### config.mk
export PLATFORM = sky130hd
export DESIGN_NAME = urv_dbg_mbx_host_flat
export DESIGN_NICKNAME = d
export VERILOG_FILES = /design/src/rtl/urv_dbg_mbx_host_if.sv /design/src/rtl/urv_dbg_mbx_host.sv /design/src/flat_wrapper.sv
export SDC_FILE = /design/constraint.sdc
export NUM_CORES = 1
export LEC_CHECK = 0
export CELL_PAD_IN_SITES_DETAIL_PLACEMENT = 0
export CELL_PAD_IN_SITES_GLOBAL_PLACEMENT = 1
export CORE_ASPECT_RATIO = 1.4
export CORE_MARGIN = 2
export CORE_UTILIZATION = 32
export DETAILED_ROUTE_END_ITERATION = 8
export PLACE_DENSITY_LB_ADDON = 0.1
export SKIP_LAST_GASP = 1
export SLEW_MARGIN = 20
export SYNTH_ARGS = -nofsm -noshare
export SYNTH_HDL_FRONTEND = slang
export SYNTH_SLANG_ARGS = --single-unit
### constraint.sdc
create_clock -name clk_i -period 2 [get_ports clk_i]
set_input_delay 0.4 -clock clk_i [delete_from_list [all_inputs] [get_ports clk_i]]
set_output_delay 0.4 -clock clk_i [all_outputs]
set_load 0.01 [all_outputs]
### src/rtl/urv_dbg_mbx_host_if.sv
// Transport-side handshake bundle for the uRV debug mailbox host endpoint.
// Signal names keep the endpoint's own port naming so both sides read the same.
`timescale 1ns/1ps
interface urv_dbg_mbx_host_if;
  logic        req_valid_i;
  logic        req_ready_o;
  logic [30:0] req_data_i;
  logic        rsp_valid_o;
  logic        rsp_ready_i;
  logic [29:0] rsp_data_o;
  logic        rsp_timeout_o;
  logic        rsp_error_o;

  modport slave (
    input  req_valid_i, req_data_i, rsp_ready_i,
    output req_ready_o, rsp_valid_o, rsp_data_o, rsp_timeout_o, rsp_error_o
  );

  modport master (
    output req_valid_i, req_data_i, rsp_ready_i,
    input  req_ready_o, rsp_valid_o, rsp_data_o, rsp_timeout_o, rsp_error_o
  );
endinterface

### src/rtl/urv_dbg_mbx_host.sv
// Host endpoint of the uRV debug mailbox: posts a request word, verifies it landed,
// waits for the firmware reply (or timeout), clears the mailbox and hands back the result.
`timescale 1ns/1ps
module urv_dbg_mbx_host #(
  parameter int unsigned g_timeout_cycles = 65536,
  parameter int unsigned g_max_retries    = 3
) (
  input  logic                     clk_i,
  input  logic                     rst_n_i,
  urv_dbg_mbx_host_if.slave        tr,
  output logic [31:0]              mbx_data_o,
  output logic                     mbx_write_o,
  input  logic [31:0]              mbx_data_i
);

  localparam logic [2:0] ST_IDLE     = 3'd0;
  localparam logic [2:0] ST_POST     = 3'd1;
  localparam logic [2:0] ST_CHECK    = 3'd2;
  localparam logic [2:0] ST_WAIT_RSP = 3'd3;
  localparam logic [2:0] ST_CLEAR    = 3'd4;
  localparam logic [2:0] ST_CLR_CHK  = 3'd5;
  localparam logic [2:0] ST_DELIVER  = 3'd6;

  localparam int unsigned TO_W = (g_timeout_cycles > 1) ? $clog2(g_timeout_cycles) : 1;
  localparam int unsigned RT_W = (g_max_retries > 0) ? $clog2(g_max_retries + 1) : 1;
  localparam bit              TO_EN   = (g_timeout_cycles != 0);
  localparam logic [TO_W-1:0] TO_LAST = TO_W'((g_timeout_cycles == 0) ? 0 : g_timeout_cycles - 1);
  localparam logic [RT_W-1:0] RT_MAX  = RT_W'(g_max_retries);

  logic [2:0]      state;
  logic [31:0]     post_word;
  logic [TO_W-1:0] to_cnt;
  logic [RT_W-1:0] retry;
  logic            rsp_valid;
  logic            rsp_timeout;
  logic            rsp_error;
  logic [29:0]     rsp_data;
  logic            fw_replied;

  // Firmware marks its reply with RSP set and REQ clear.
  assign fw_replied = (mbx_data_i[31:30] == 2'b01);

  assign tr.req_ready_o   = (state == ST_IDLE);
  assign tr.rsp_valid_o   = rsp_valid;
  assign tr.rsp_timeout_o = rsp_timeout;
  assign tr.rsp_error_o   = rsp_error;
  assign tr.rsp_data_o    = rsp_data;

  // The write strobe is a pure function of state so reset drops it without a clock edge.
  assign mbx_write_o = (state == ST_POST) || (state == ST_CLEAR);
  assign mbx_data_o  = (state == ST_POST) ? post_word : 32'h0;

  always_ff @(posedge clk_i or negedge rst_n_i) begin
    if (!rst_n_i) begin
      state       <= ST_IDLE;
      post_word   <= 32'h0;
      to_cnt      <= '0;
      retry       <= '0;
      rsp_valid   <= 1'b0;
      rsp_timeout <= 1'b0;
      rsp_error   <= 1'b0;
      rsp_data    <= 30'h0;
    end else begin
      case (state)
        ST_IDLE: begin
          if (tr.req_valid_i) begin
            post_word <= {1'b1, tr.req_data_i};
            retry     <= '0;
            rsp_data  <= 30'h0;
            state     <= ST_POST;
          end
        end
        ST_POST: state <= ST_CHECK;
        ST_CHECK: begin
          // A same-cycle firmware CSR write beats our post; re-post or give up.
          if (mbx_data_i == post_word) begin
            to_cnt <= '0;
            state  <= ST_WAIT_RSP;
          end else if (fw_replied) begin
            rsp_data <= mbx_data_i[29:0];
            retry    <= '0;
            state    <= ST_CLEAR;
          end else if (retry < RT_MAX) begin
            retry <= retry + 1'b1;
            state <= ST_POST;
          end else begin
            rsp_error <= 1'b1;
            retry     <= '0;
            state     <= ST_CLEAR;
          end
        end
        ST_WAIT_RSP: begin
          to_cnt <= to_cnt + 1'b1;
          if (fw_replied) begin
            rsp_data <= mbx_data_i[29:0];
            retry    <= '0;
            state    <= ST_CLEAR;
          end else if (TO_EN && (to_cnt == TO_LAST)) begin
            rsp_timeout <= 1'b1;
            rsp_data    <= 30'h0;
            retry       <= '0;
            state       <= ST_CLEAR;
          end
        end
        ST_CLEAR: state <= ST_CLR_CHK;
        ST_CLR_CHK: begin
          if (mbx_data_i == 32'h0) begin
            rsp_valid <= 1'b1;
            state     <= ST_DELIVER;
          end else if (retry < RT_MAX) begin
            retry <= retry + 1'b1;
            state <= ST_CLEAR;
          end else begin
            rsp_error <= 1'b1;
            rsp_valid <= 1'b1;
            state     <= ST_DELIVER;
          end
        end
        ST_DELIVER: begin
          if (tr.rsp_ready_i) begin
            rsp_valid   <= 1'b0;
            rsp_timeout <= 1'b0;
            rsp_error   <= 1'b0;
            state       <= ST_IDLE;
          end
        end
        default: state <= ST_IDLE;
      endcase
    end
  end

endmodule

### src/flat_wrapper.sv
// flat-port wrapper written by rule: the top's interface ports become plain ports
module urv_dbg_mbx_host_flat 
#(
  parameter int unsigned g_timeout_cycles = 65536,
  parameter int unsigned g_max_retries    = 3
)
  (clk_i, rst_n_i, mbx_data_o, mbx_write_o, mbx_data_i, tr_req_valid_i, tr_req_data_i, tr_rsp_ready_i, tr_req_ready_o, tr_rsp_valid_o, tr_rsp_data_o, tr_rsp_timeout_o, tr_rsp_error_o);
  urv_dbg_mbx_host_if tr_i ();
  input  logic clk_i;
  input  logic rst_n_i;
  output logic [31:0] mbx_data_o;
  output logic mbx_write_o;
  input  logic [31:0] mbx_data_i;
  input wire logic [$bits(tr_i.req_valid_i)-1:0] tr_req_valid_i;
  input wire logic [$bits(tr_i.req_data_i)-1:0] tr_req_data_i;
  input wire logic [$bits(tr_i.rsp_ready_i)-1:0] tr_rsp_ready_i;
  output wire logic [$bits(tr_i.req_ready_o)-1:0] tr_req_ready_o;
  output wire logic [$bits(tr_i.rsp_valid_o)-1:0] tr_rsp_valid_o;
  output wire logic [$bits(tr_i.rsp_data_o)-1:0] tr_rsp_data_o;
  output wire logic [$bits(tr_i.rsp_timeout_o)-1:0] tr_rsp_timeout_o;
  output wire logic [$bits(tr_i.rsp_error_o)-1:0] tr_rsp_error_o;
  assign tr_i.req_valid_i = tr_req_valid_i;
  assign tr_i.req_data_i = tr_req_data_i;
  assign tr_i.rsp_ready_i = tr_rsp_ready_i;
  assign tr_req_ready_o = tr_i.req_ready_o;
  assign tr_rsp_valid_o = tr_i.rsp_valid_o;
  assign tr_rsp_data_o = tr_i.rsp_data_o;
  assign tr_rsp_timeout_o = tr_i.rsp_timeout_o;
  assign tr_rsp_error_o = tr_i.rsp_error_o;
  urv_dbg_mbx_host #(.g_timeout_cycles(g_timeout_cycles), .g_max_retries(g_max_retries)) u_core (.clk_i(clk_i), .rst_n_i(rst_n_i), .tr(tr_i), .mbx_data_o(mbx_data_o), .mbx_write_o(mbx_write_o), .mbx_data_i(mbx_data_i));
endmodule
======== Word-level counts from Yosys, hierarchy flattened ========
Cells that the tools add are included.
word-level totals
  register bits ........................... 86
  bits of input ports ..................... 67
  output and inout bits ................... 67
  logic and storage cells ................. 89
cells by class
  add/sub/neg operators ................... 2
  $lt $le $gt $ge ......................... 1
  equal/unequal tests ..................... 21
  muxes and demuxes ....................... 40
  reduce and logical (&&, ||, !) cells .... 17
operators with widths
  kind                                                   number
  two-way mux 30 bit                                     5
  case mux 30 bit (3 select lines)                       1
  equality test 32 bit                                   1
  zero test 32 bit                                       1
  two-way mux 32 bit                                     1
  case mux 16 bit (2 select lines)                       1
  two-way mux 3 bit                                      8
  case mux 3 bit (7 select lines)                        1
  two-way mux 2 bit                                      9
  adder 16 x 1 -> 16 bit, second input constant          1
  equality test 16 bit, second input constant            1
  two-way mux 16 bit                                     1
  inequality test 2 bit, second input constant           6
  AND reduction 5 bit                                    2
  equality test 3 bit, second input constant             3
  two-way mux 1 bit                                      9
  inequality test 2 x 1 -> 1 bit, second input constant  4
  case mux 2 bit (4 select lines)                        1
  equality test 3 x 2 -> 1 bit, second input constant    2
  AND reduction 3 bit                                    2
  AND reduction 6 bit                                    1
  nonzero test 2 bit                                     3
  nonzero test 3 bit                                     2
  case mux 1 bit (2 select lines)                        2
  other kinds (12)                                       13

======== Depth between registers and ports, before layout ========
Gate-level depths: netlist (run 1).
  depth in word-level cells ............... 5
  depth in mapped cells ................... 7
  gate-level depth less buffers ........... 7

======== Least setup slack after synthesis (run 1) ========
Ideal clock, no wire load.
  path type ............................... input-to-reg
  from .................................... input mbx_data_i[12]
  to ...................................... register u_core.to_cnt[5]
  library setup time ...................... 0.126 ns
  arrival ................................. 1.844 ns
  data required time ...................... 1.874 ns
  slack ................................... 0.030 ns
  cell stages on the path ................. 6
  buffers on the path ..................... 1
  path through ............................ xor2_1 -> nor4_1 -> nand4_1 -> or3_4 -> buf_6 -> a311o_1
between the ends
  word-level cells in the longest chain between the ends .. 3
RTL lines
  item                                      line                    source
  from (decl)                               flat_wrapper.sv:13      input logic [31:0] mbx_data_i;
  equality test 32 bit                      urv_dbg_mbx_host.sv:76  if (mbx_data_i == post_word) begin
  inequality test 2 x 1 -> 1 bit (no line)  --
  AND reduction 2 bit (no line)             --
  to (signal assigned)                      urv_dbg_mbx_host.sv:93  to_cnt <= to_cnt + 1'b1;
  to (decl)                                 urv_dbg_mbx_host.sv:32  logic [TO_W-1:0] to_cnt;
No other way between the ends.
A chain may end at the register's enable or synchronous reset.

======== Final worst setup path (run 1) ========
  from .................................... input mbx_data_i[13]
  to ...................................... register u_core.retry[0]
between the ends
  word-level cells in the longest chain between the ends .. 3
  elaborated cells between the ends (all ways) .. 5
  those cells by class .................... 3 x eq/ne; 2 x reduce/logical
RTL lines
  item                                                             line                                             source
  equality test 32 bit / zero test 32 bit (equally long branches)  urv_dbg_mbx_host.sv:76, urv_dbg_mbx_host.sv:107
  inequality test 2 bit (no line)                                  --
  AND reduction 6 bit (no line) *                                  --
  to (signal assigned)                                             urv_dbg_mbx_host.sv:84                           retry <= retry + 1'b1;
  to (signal assigned)                                             urv_dbg_mbx_host.sv:111                          retry <= retry + 1'b1;
  to (decl)                                                        urv_dbg_mbx_host.sv:33                           logic [RT_W-1:0] retry;
Mark *: on every way between the ends. The rest lies on a longest branch, timed or not.

==> results.py, run 1 <==
metrics = {
    "yosys": {
        "syn-num-nets": 454,
        "yosys_register_bits": 86,
        "syn-instance-count": 385,
        "synth_edf_count": 0,
        "synth.avg_cell_area_um2": 11.09,
        "yosys_most_used_dff": "dfrtp_1",
        "synth_top_cell_by_area": "dfrtp_1",
        "syn-cell-area_mm2": 0.004270,
        "synth.lib_cells_used.distinct": 45,
        "ys_top_cells_by_area": "dfrtp_1 50%, mux2_2 8.4%, xor2_1 6.8%",
        "yosysTopAreaCellShare_pct": 50.40,
        "yosys_warnings": 0,
        "synth_seq_area_share_pct": 50.40,
        "synth-async-reset-ratio_pct": 100.0,
    },
    "clocking": {
        "cts_sinks": 86,
        "cts_htree_levels": 3,
        "clock_path_buffers": 2,
        "cts_buffers": 9,
        "clkLatencyLatePin_ns": 0.34,
        "clock-root-buffer": "clkbuf_16",
        "cts_tree": "done",
        "clkTransAtPathRegs_ns": 0.06,
    },
    "layout": {
        "fin_util_pct": 56.75,
        "synthToLayoutAreaGrowth_pct": 71.90,
        "drive_gt1_share_pct": 40.51,
        "nNetsFinal": 696,
        "final_cells": 810,
        "diodes": 0,
    },
    "setup_path": {
        "path_delay_family": "simple AND/OR/NAND/NOR gates",
        "cp_max_fo": 8,
        "crit_slowest_cell": "or3_4",
        "slowest_delay_ns": 0.48,
        "path_class": "in2reg",
        "endpoint_kind": "flop",
        "worstPathArrival_ns": 2.44,
        "cp_num_buf_inv": 1,
        "cp.required_ns": 2.22,
        "path_cells": "clkdlybuf4s50_1 -> xor2_1 -> nor4_2 -> nand4_1 -> or3_4 -> nand3_2 -> mux2_4",
        "cp-start-kind": "primary input",
    },
    "routing": {
        "wl_per_cell_um": 18.99,
        "vias_per_cell": 4.877,
        "drc_errors": 0,
        "dr.pass1.iters": 4,
        "ant_nets": 0,
        "drtIter0Drc": 189,
        "wl_mm": 15.38,
        "vias": 3950,
    },
    "outcome": {
        "status": "complete, but fails checks",
        "violations": "negative setup slack",
    },
    "global_routing": {
        "grt_pass1_wl_mm": 23.25,
        "grt_start_max_net_pins": 33,
        "track_usage_pct": 21.71,
        "overflow": 0,
        "grt_antenna_before_repair": 0,
        "top_usage_layer": "met2",
        "grt_pass1_vias": 4220,
        "grt_use_met3_pct": 5.255,
        "use_met1_pct": 24.83,
        "grt_use_met2_pct": 39.09,
    },
    "placed_design": {
        "gp_congestion": 0.8107,
        "dp_cells": 776,
        "hpwl_mm": 10.98,
        "io_buffers": 133,
    },
    "die": {
        "ios": 134,
        "die-width_um": 101.6,
        "core.rowCount": 49,
        "start_util_pct": 33.01,
        "placeableCoreArea_mm2": 0.01294,
        "die_h_um": 140.7,
        "die_area_mm2": 0.01430,
    },
    "sta": {
        "tightest_slew_ns": 0.5030,
        "setup_tns_ns": -7.851,
        "period_share_pct": 110.9,
        "rsz0062_at_grt": "yes",
        "finalCriticalPeriod_ns": 2.218,
        "slew_headroom_pct": 66.43,
        "fin_worst_skew_ns": 0.005355,
        "fmax_mhz": 450.9,
        "finalHoldViolations": 0,
        "setup_ws_ns": -0.2179,
        "maxSlewViolCount": 0,
        "setup_viol": 48,
        "hold-worst-slack_ns": 0.01031,
    },
    "pwr": {
        "leakagePower_nw": 3.321,
        "intPower_mw": 7.074,
        "p_comb_share_pct": 56.3,
        "swShare_pct": 34.77,
        "peakVddDrop_uv": 711.3,
        "p_sw_mw": 3.771,
        "power.density_mw_per_mm2": 1477,
        "seq_power_share_pct": 28.8,
        "power.total_mw": 10.84,
        "power_frac_clock_pct": 15.0,
    },
    "min_path": {
        "hold_class": "in2async",
    },
    "job": {
        "cap_viol_max_count": 0,
    },
}
cell usage in the layout, fill, tap and decap left out, drive strengths merged, types with 2 or more instances in the layout:
cell,instances
a21oi,5
a22o,30
a311o,3
a31oi,3
and2,36
and3,6
and4,2
buf,150
clkbuf,14
clkdlybuf4s50,83
clkinv,2
dfrtp,86
dlygate4sd2,17
ha,2
inv,3
mux2,32
mux2i,3
nand2,19
nand3,16
nand4,9
nor2,17
nor2b,2
nor3,8
nor3b,3
nor4,18
o21ai,13
or2,2
xnor2,2
xor2,33
worst paths after layout:
check	start	to	slack, ns	cells past startpoint
setup / recovery	mbx_data_i[13]	u_core.retry[0]$_DFFE_PN0P_	-0.22	7
hold / removal	rst_n_i	u_core.tr.rsp_valid_o$_DFFE_PN0P_	0.01	1
setup reg to reg	u_core.post_word[24]$_DFFE_PN0P_	u_core.retry[0]$_DFFE_PN0P_	-0.21	6
hold reg to reg	u_core.tr.rsp_error_o$_DFFE_PN0P_	u_core.tr.rsp_error_o$_DFFE_PN0P_	0.49	1
max in group asynchronous	rst_n_i	u_core.to_cnt[10]$_DFFE_PN0P_	1.46	2
min in group clk_i	u_core.tr.rsp_error_o$_DFFE_PN0P_	u_core.tr.rsp_error_o$_DFFE_PN0P_	0.49	1
cell type report:
cell class | count | area (µm²)
clock buffers | 13 | 270.3
clock inverters | 3 | 17.52
fillers | 1159 | 5595
inverters | 3 | 11.26
multi-input cells | 276 | 2227
flip-flops and latches | 86 | 2152
well taps | 178 | 222.7
repair buffers | 251 | 2440
state kept, by name, summed over array words and instances (netlist names):
name	count
u_core.to_cnt	16
u_core.tr.rsp_valid_o	1
u_core.retry	2
u_core.state	3
u_core.tr.rsp_data_o	30
u_core.tr.rsp_error_o	1
u_core.tr.rsp_timeout_o	1
u_core.post_word	32
cells in the mapped netlist, types with 4 or more instances:
library cell,instances
a21oi_1,5
a22o_1,29
and2_1,35
and3_1,6
buf_2,9
buf_6,4
clkbuf_1,6
dfrtp_1,86
mux2_2,32
nand2_1,19
nand3_1,16
nand4_1,9
nor2_1,17
nor3_1,7
nor4_1,17
o21ai_0,13
xor2_1,33
worst reg2reg max path, delay by kind of cell, from the launching register on:
family        cells  cell delay (ns)
xor+xnor          1             0.15
flops             1             0.39
mux               1             0.30
simple gates      4             1.26
power groups by stage:
stage / logic (mW) / clock network [mW] / registers [mW]
after floorplan: 2.11 / 0 / 3.15
after global placement: 5.01 / 0 / 3.10
after detailed placement: 5.05 / 0 / 3.10
after CTS: 5.57 / 1.67 / 3.12
after global routing: 6.51 / 1.73 / 3.21
final: 6.10 / 1.63 / 3.12
logic make-up after synthesis:
family	after synthesis	share of synthesized area, %
flip-flops	86	50.40
adder cells (fa/ha/maj)	2	0.5859
XOR/XNOR	35	7.179
buffers and inverters	23	2.988
multiplexers	35	9.142
AO/OA/AOI/OAI	62	10.96
AND/OR/NAND/NOR	142	18.75
metrics by stage:
stage          setup WS [ns]  area (µm²)
4_1_cts              -0.1955        7084
2_1_floorplan        0.02983        4270
3_5_place_dp         -0.8501        6529
3_3_place_gp         -0.8446        6529
6_report             -0.2179        7341
5_1_grt              -0.3205        7341
repair_timing:
| item | in CTS | in global routing |
|---|---|---|
| cloned | 7 | 2 |
| hold buffers | 0 | 0 |
| resized for setup | 172 | 81 |
| pin swaps | 24 | 28 |
| buffers inserted | 9 | 2 |
| setup endpoints to repair | 86 | 83 |
metal layers:
metal,part of all wire (%),vias up,wire length (µm)
met5,0,-,0
met4,2.1,0,329
met3,5.5,20,840
met2,55,119,8384
met1,38,1934,5825
li1,-,1877,-
Note: power is estimated with default switching activity, not from simulation.
==> inputs of run 2 (changes only) <==
CORE_UTILIZATION = 44   (was 32)
DONT_BUFFER_PORTS = 1   (was default)
==> results.py, run 2 (synthesis results as in run 1) <==
metrics = {
    "layout": {
        "drive_gt1_share_pct": 34.57,
        "largest_register_ffs": 32,
        "final_common_cell": "dfrtp_1",
        "final_cell_mix": "85 x dfrtp_1, 64 x buf_4, 33 x xor2_1",
        "final_area_mm2": 0.005426,
        "nNetsFinal": 521,
        "synthToLayoutAreaGrowth_pct": 27.07,
        "top_register": "u_core.post_word",
        "fin_util_pct": 57.37,
        "diodes": 0,
    },
    "die": {
        "die_area_mm2": 0.01052,
        "placeableCoreArea_mm2": 0.009459,
        "die_h_um": 120.6,
        "start_util_pct": 45.15,
        "core.rowCount": 42,
        "ios": 134,
        "die-width_um": 87.26,
    },
    "routing": {
        "drc_errors": 0,
        "dr.pass1.iters": 4,
        "wl_mm": 12.61,
        "ant_nets": 0,
        "vias": 3319,
        "vias_per_cell": 5.854,
        "drtIter0Drc": 173,
        "wl_per_cell_um": 22.23,
    },
    "sta": {
        "hold-worst-slack_ns": -0.2397,
        "rsz0062_at_grt": "yes",
        "fmax_mhz": 458.2,
        "setup_viol": 42,
        "slew_headroom_pct": 66.73,
        "fin_worst_skew_ns": 0.006917,
        "finalHoldViolations": 86,
        "maxSlewViolCount": 0,
        "setup_ws_ns": -0.1823,
        "period_share_pct": 109.1,
        "finalCriticalPeriod_ns": 2.182,
        "tightest_slew_ns": 0.4945,
    },
    "placed_design": {
        "place_area_mm2": 0.004845,
        "hpwl_mm": 9.008,
        "gp_congestion": 0.8289,
        "io_buffers": 0,
    },
    "setup_path": {
        "slowest_delay_ns": 0.39,
        "path_delay_family": "simple AND/OR/NAND/NOR gates",
        "rrSetupSlack_ns": -0.18,
        "cp_max_fo": 18,
        "crit_slowest_cell": "dfrtp_1",
        "path_class": "reg2reg",
        "worstPathArrival_ns": 2.40,
        "cp-start-kind": "flop",
        "timing.rr.start": "u_core.post_word[31]$_DFFE_PN0P_",
        "cp_num_buf_inv": 3,
        "r2r-end": "u_core.tr.rsp_data_o[26]$_DFFE_PN0P_",
        "endpoint_kind": "flop",
        "path_cells": "xor2_1 -> nor4_2 -> buf_4 -> nand4_1 -> buf_4 -> nor3_4 -> nor3b_2 -> buf_12 -> a22o_1",
        "cpMostUsedCell": "buf_4",
        "reg2regPathDepth": 9,
        "cp.required_ns": 2.22,
    },
    "clocking": {
        "cts_sinks": 86,
        "cts_buffers": 9,
        "clock-root-buffer": "clkbuf_16",
        "clkLatencyLatePin_ns": 0.33,
        "clkTransAtPathRegs_ns": 0.06,
        "clock_path_buffers": 2,
        "cts_tree": "done",
        "cts_htree_levels": 3,
    },
    "pwr": {
        "power.density_mw_per_mm2": 1630,
        "peakVddDrop_uv": 875.5,
        "leakagePower_nw": 2.478,
        "power.total_mw": 8.845,
    },
    "job": {
        "cap_viol_max_count": 0,
    },
    "global_routing": {
        "grt_pass1_wl_mm": 19.57,
        "grt_start_max_net_pins": 87,
        "overflow": 0,
        "grt_antenna_before_repair": 0,
        "grt_pass1_vias": 3575,
        "track_usage_pct": 24.95,
    },
    "min_path": {
        "hold_class": "in2async",
    },
    "outcome": {
        "violations": "negative hold slack, negative setup slack",
        "status": "complete, but fails checks",
    },
}
run 2: changes by cell type in the layout (fill, tap and decap cells not counted), sizes merged:
cell,previous run,this run
clkbuf,14,13
clkdlybuf4s50,83,0
bufinv,0,1
buf,150,76
clkinvlp,1,0
dlygate4sd2,17,0
run 2: layout make-up:
type	count	area, µm²
fill	820	4033
timing repair buffer	76	700.7
inverter	3	11.26
tap	110	137.6
sequential	86	2153
clock inverter	3	43.79
multi-input combinational	276	2130
clock buffer	13	250.2
run 2: power by group:
group	internal, mW	switching, mW
clock network	1.00	0.653
logic	2.13	1.75
registers	2.51	0.790
run 2: what timing repair did:
| item | 4_1_cts | 5_1_grt |
|---|---|---|
| setup buffers | 9 | 2 |
| resized for setup | 27 | 17 |
| gates cloned | 2 | 0 |
| endpoints found under the hold margin | 86 | 86 |
| endpoints found under the setup margin | 79 | 64 |
| pin swaps | 14 | 5 |
run 2: worst max-delay path by stage:
stage,endpoint,start,cells past startpoint
3_3_place_gp,u_core.tr.rsp_data_o[16]$_DFFE_PN0P_,mbx_data_i[7],8
4_1_cts,u_core.tr.rsp_data_o[10]$_DFFE_PN0P_,u_core.post_word[3]$_DFFE_PN0P_,9
3_5_place_dp,u_core.retry[0]$_DFFE_PN0P_,mbx_data_i[7],7
6_report,u_core.tr.rsp_data_o[26]$_DFFE_PN0P_,u_core.post_word[31]$_DFFE_PN0P_,9
2_1_floorplan,u_core.to_cnt[5]$_DFFE_PN0P_,mbx_data_i[12],6
5_1_grt,u_core.tr.rsp_data_o[25]$_DFFE_PN0P_,u_core.post_word[3]$_DFFE_PN0P_,9
run 2: through the flow:
step           worst slack [ns]  TNS (ns)  hold WS (ns)  cells
6_report                -0.1823    -5.435       -0.2397    567
5_1_grt                 -0.2741    -9.464       -0.2650    567
4_1_cts                 -0.1683    -5.285       -0.2514    565
3_5_place_dp            -0.3083    -11.20        0.1079    539
3_3_place_gp            -0.2948    -11.08        0.1072    539
2_1_floorplan           0.02983         0        0.1044    385
run 2: routing by layer:
| metal | global-route usage (%) | part of all wire, % |
|---|---|---|
| met3 | 8.464 | 6.8 |
| met5 | 0 | 0 |
| met4 | 8.846 | 2.3 |
| met1 | 28.30 | 37 |
| met2 | 42.99 | 54 |
==> inputs of run 3 (changes only) <==
PLACE_DENSITY_LB_ADDON = 0.25   (was 0.1)
==> results.py, run 3 (synthesis results as in run 1) <==
metrics = {
    "outcome": {
        "status": "complete, but fails checks",
        "violations": "negative hold slack, negative setup slack",
    },
    "die": {
        "die_area_mm2": 0.01052,
        "placeableCoreArea_mm2": 0.009459,
        "die-width_um": 87.26,
        "start_util_pct": 45.15,
        "ios": 134,
        "core.rowCount": 42,
        "die_h_um": 120.6,
    },
    "placed_design": {
        "place_area_mm2": 0.004845,
        "gp_congestion": 0.8819,
        "dp_cells": 539,
        "io_buffers": 0,
        "hpwl_mm": 8.882,
    },
    "clocking": {
        "clkLatencyLatePin_ns": 0.34,
        "clkTransAtPathRegs_ns": 0.06,
        "cts_tree": "done",
        "cts_sinks": 86,
        "cts_buffers": 9,
        "cts_htree_levels": 3,
        "clock-root-buffer": "clkbuf_16",
        "clock_path_buffers": 2,
    },
    "sta": {
        "fin_worst_skew_ns": 0.004337,
        "finalHoldViolations": 86,
        "maxSlewViolCount": 0,
        "period_share_pct": 108.9,
        "hold-worst-slack_ns": -0.2436,
        "finalCriticalPeriod_ns": 2.178,
        "setup_viol": 55,
        "rsz0062_at_grt": "yes",
        "tightest_slew_ns": 0.5129,
        "slew_headroom_pct": 65.49,
        "fmax_mhz": 459.0,
        "setup_tns_ns": -5.527,
        "setup_ws_ns": -0.1784,
    },
    "layout": {
        "drive_gt1_share_pct": 39.21,
        "largest_register_ffs": 32,
        "final_area_mm2": 0.005485,
        "nNetsFinal": 519,
        "final_cell_mix": "85 x dfrtp_1, 61 x buf_4, 33 x and2_4, 33 x xor2_1, 31 x mux2_2",
        "regArea_mm2": 0.002153,
        "fill_cells": 816,
        "final_common_cell": "dfrtp_1",
        "top_register": "u_core.post_word",
        "multi_input_area_mm2": 0.002177,
        "synthToLayoutAreaGrowth_pct": 28.45,
        "final_cells": 565,
    },
    "global_routing": {
        "grt_pass1_wl_mm": 18.56,
        "track_usage_pct": 23.40,
        "grt_pass1_vias": 3451,
        "grt_antenna_before_repair": 1,
        "grt_start_max_net_pins": 87,
        "overflow": 0,
    },
    "setup_path": {
        "timing.rr.start": "u_core.post_word[28]$_DFFE_PN0P_",
        "cp.required_ns": 2.22,
        "crit_slowest_cell": "dfrtp_1",
        "worstPathArrival_ns": 2.40,
        "cp-start-kind": "flop",
        "cpMostUsedCell": "buf_4",
        "r2r-end": "u_core.tr.rsp_data_o[12]$_DFFE_PN0P_",
        "cp_max_fo": 14,
        "rrSetupSlack_ns": -0.18,
        "path_class": "reg2reg",
        "slowest_delay_ns": 0.38,
        "endpoint_kind": "flop",
        "path_cells": "xor2_1 -> nor4_2 -> buf_4 -> nand4_1 -> buf_4 -> nor3_4 -> nor3b_2 -> buf_12 -> a22o_2",
        "reg2regPathDepth": 9,
    },
    "routing": {
        "ant_nets": 0,
        "wl_mm": 12.37,
        "vias": 3336,
        "dr.pass1.iters": 4,
        "drc_errors": 0,
        "vias_per_cell": 5.904,
        "wl_per_cell_um": 21.89,
        "drtIter0Drc": 133,
    },
    "pwr": {
        "power.total_mw": 9.178,
        "power.density_mw_per_mm2": 1673,
        "peakVddDrop_uv": 789.9,
        "leakagePower_nw": 2.517,
    },
    "min_path": {
        "hold_class": "in2async",
    },
    "job": {
        "cap_viol_max_count": 0,
    },
}
==> run 3: worst max path at each step <==
stage / start / endpoint / slack, ns / depth (start not counted)
6_report: u_core.post_word[28]$_DFFE_PN0P_ / u_core.tr.rsp_data_o[12]$_DFFE_PN0P_ / -0.18 / 9
5_1_grt: u_core.post_word[28]$_DFFE_PN0P_ / u_core.tr.rsp_data_o[12]$_DFFE_PN0P_ / -0.29 / 9
4_1_cts: u_core.post_word[28]$_DFFE_PN0P_ / u_core.retry[0]$_DFFE_PN0P_ / -0.15 / 7
3_5_place_dp: mbx_data_i[14] / u_core.tr.rsp_data_o[12]$_DFFE_PN0P_ / -0.33 / 8
3_3_place_gp: mbx_data_i[14] / u_core.tr.rsp_data_o[12]$_DFFE_PN0P_ / -0.32 / 8
2_1_floorplan: mbx_data_i[12] / u_core.to_cnt[5]$_DFFE_PN0P_ / 0.03 / 6
==> run 3: final cells by class <==
cell class / instances / share of cell area [%]
antenna: 1 / 0.04562
clock buffer: 11 / 4.425
clock inverter: 4 / 1.734
inverter: 3 / 0.2053
multi-input combinational: 276 / 39.69
sequential: 86 / 39.26
tap: 110 / 2.509
timing repair buffer: 74 / 12.14
==> run 3: repair_timing <==
| action | 4_1_cts | 5_1_grt |
|---|---|---|
| resized for setup | 7 | 58 |
| hold endpoints to repair | 86 | 86 |
| buffers inserted | 0 | 8 |
| endpoints found under the setup margin | 82 | 77 |
| pin swaps | 6 | 25 |
| gates cloned | 0 | 2 |
==> run 3: metrics by stage <==
step	util [%]	setup slack, ns
finish	57.99	-0.1784
global route	57.99	-0.2934
CTS	55.12	-0.1451
detailed placement	51.22	-0.3311
global placement	51.22	-0.3209
floorplan	-	0.02983
==> run 3: power by group <==
group          internal (mW)  switching, mW
sequential              2.52          0.813
clock                   1.25          0.650
combinational           2.21           1.74
total                   5.97           3.21
==> run 3: metal layers <==
| layer | track usage [%] | wire length (µm) | share of wire (%) | vias up |
|---|---|---|---|---|
| met1 | 26.95 | 4610 | 37 | 1661 |
| met3 | 7.918 | 845 | 6.8 | 22 |
| met4 | 8.654 | 333 | 2.7 | 0 |
| li1 | - | - | - | 1532 |
| met5 | 0 | 0 | 0 | - |
| met2 | 39.73 | 6580 | 53 | 121 |
==> run 3: critical path, delay by kind of cell (launching register included) <==
family / cells / cell delay (ns)
flops: 1 / 0.38
simple gates: 4 / 0.76
xor+xnor: 1 / 0.15
compound gates: 1 / 0.25
buf+inv: 3 / 0.52
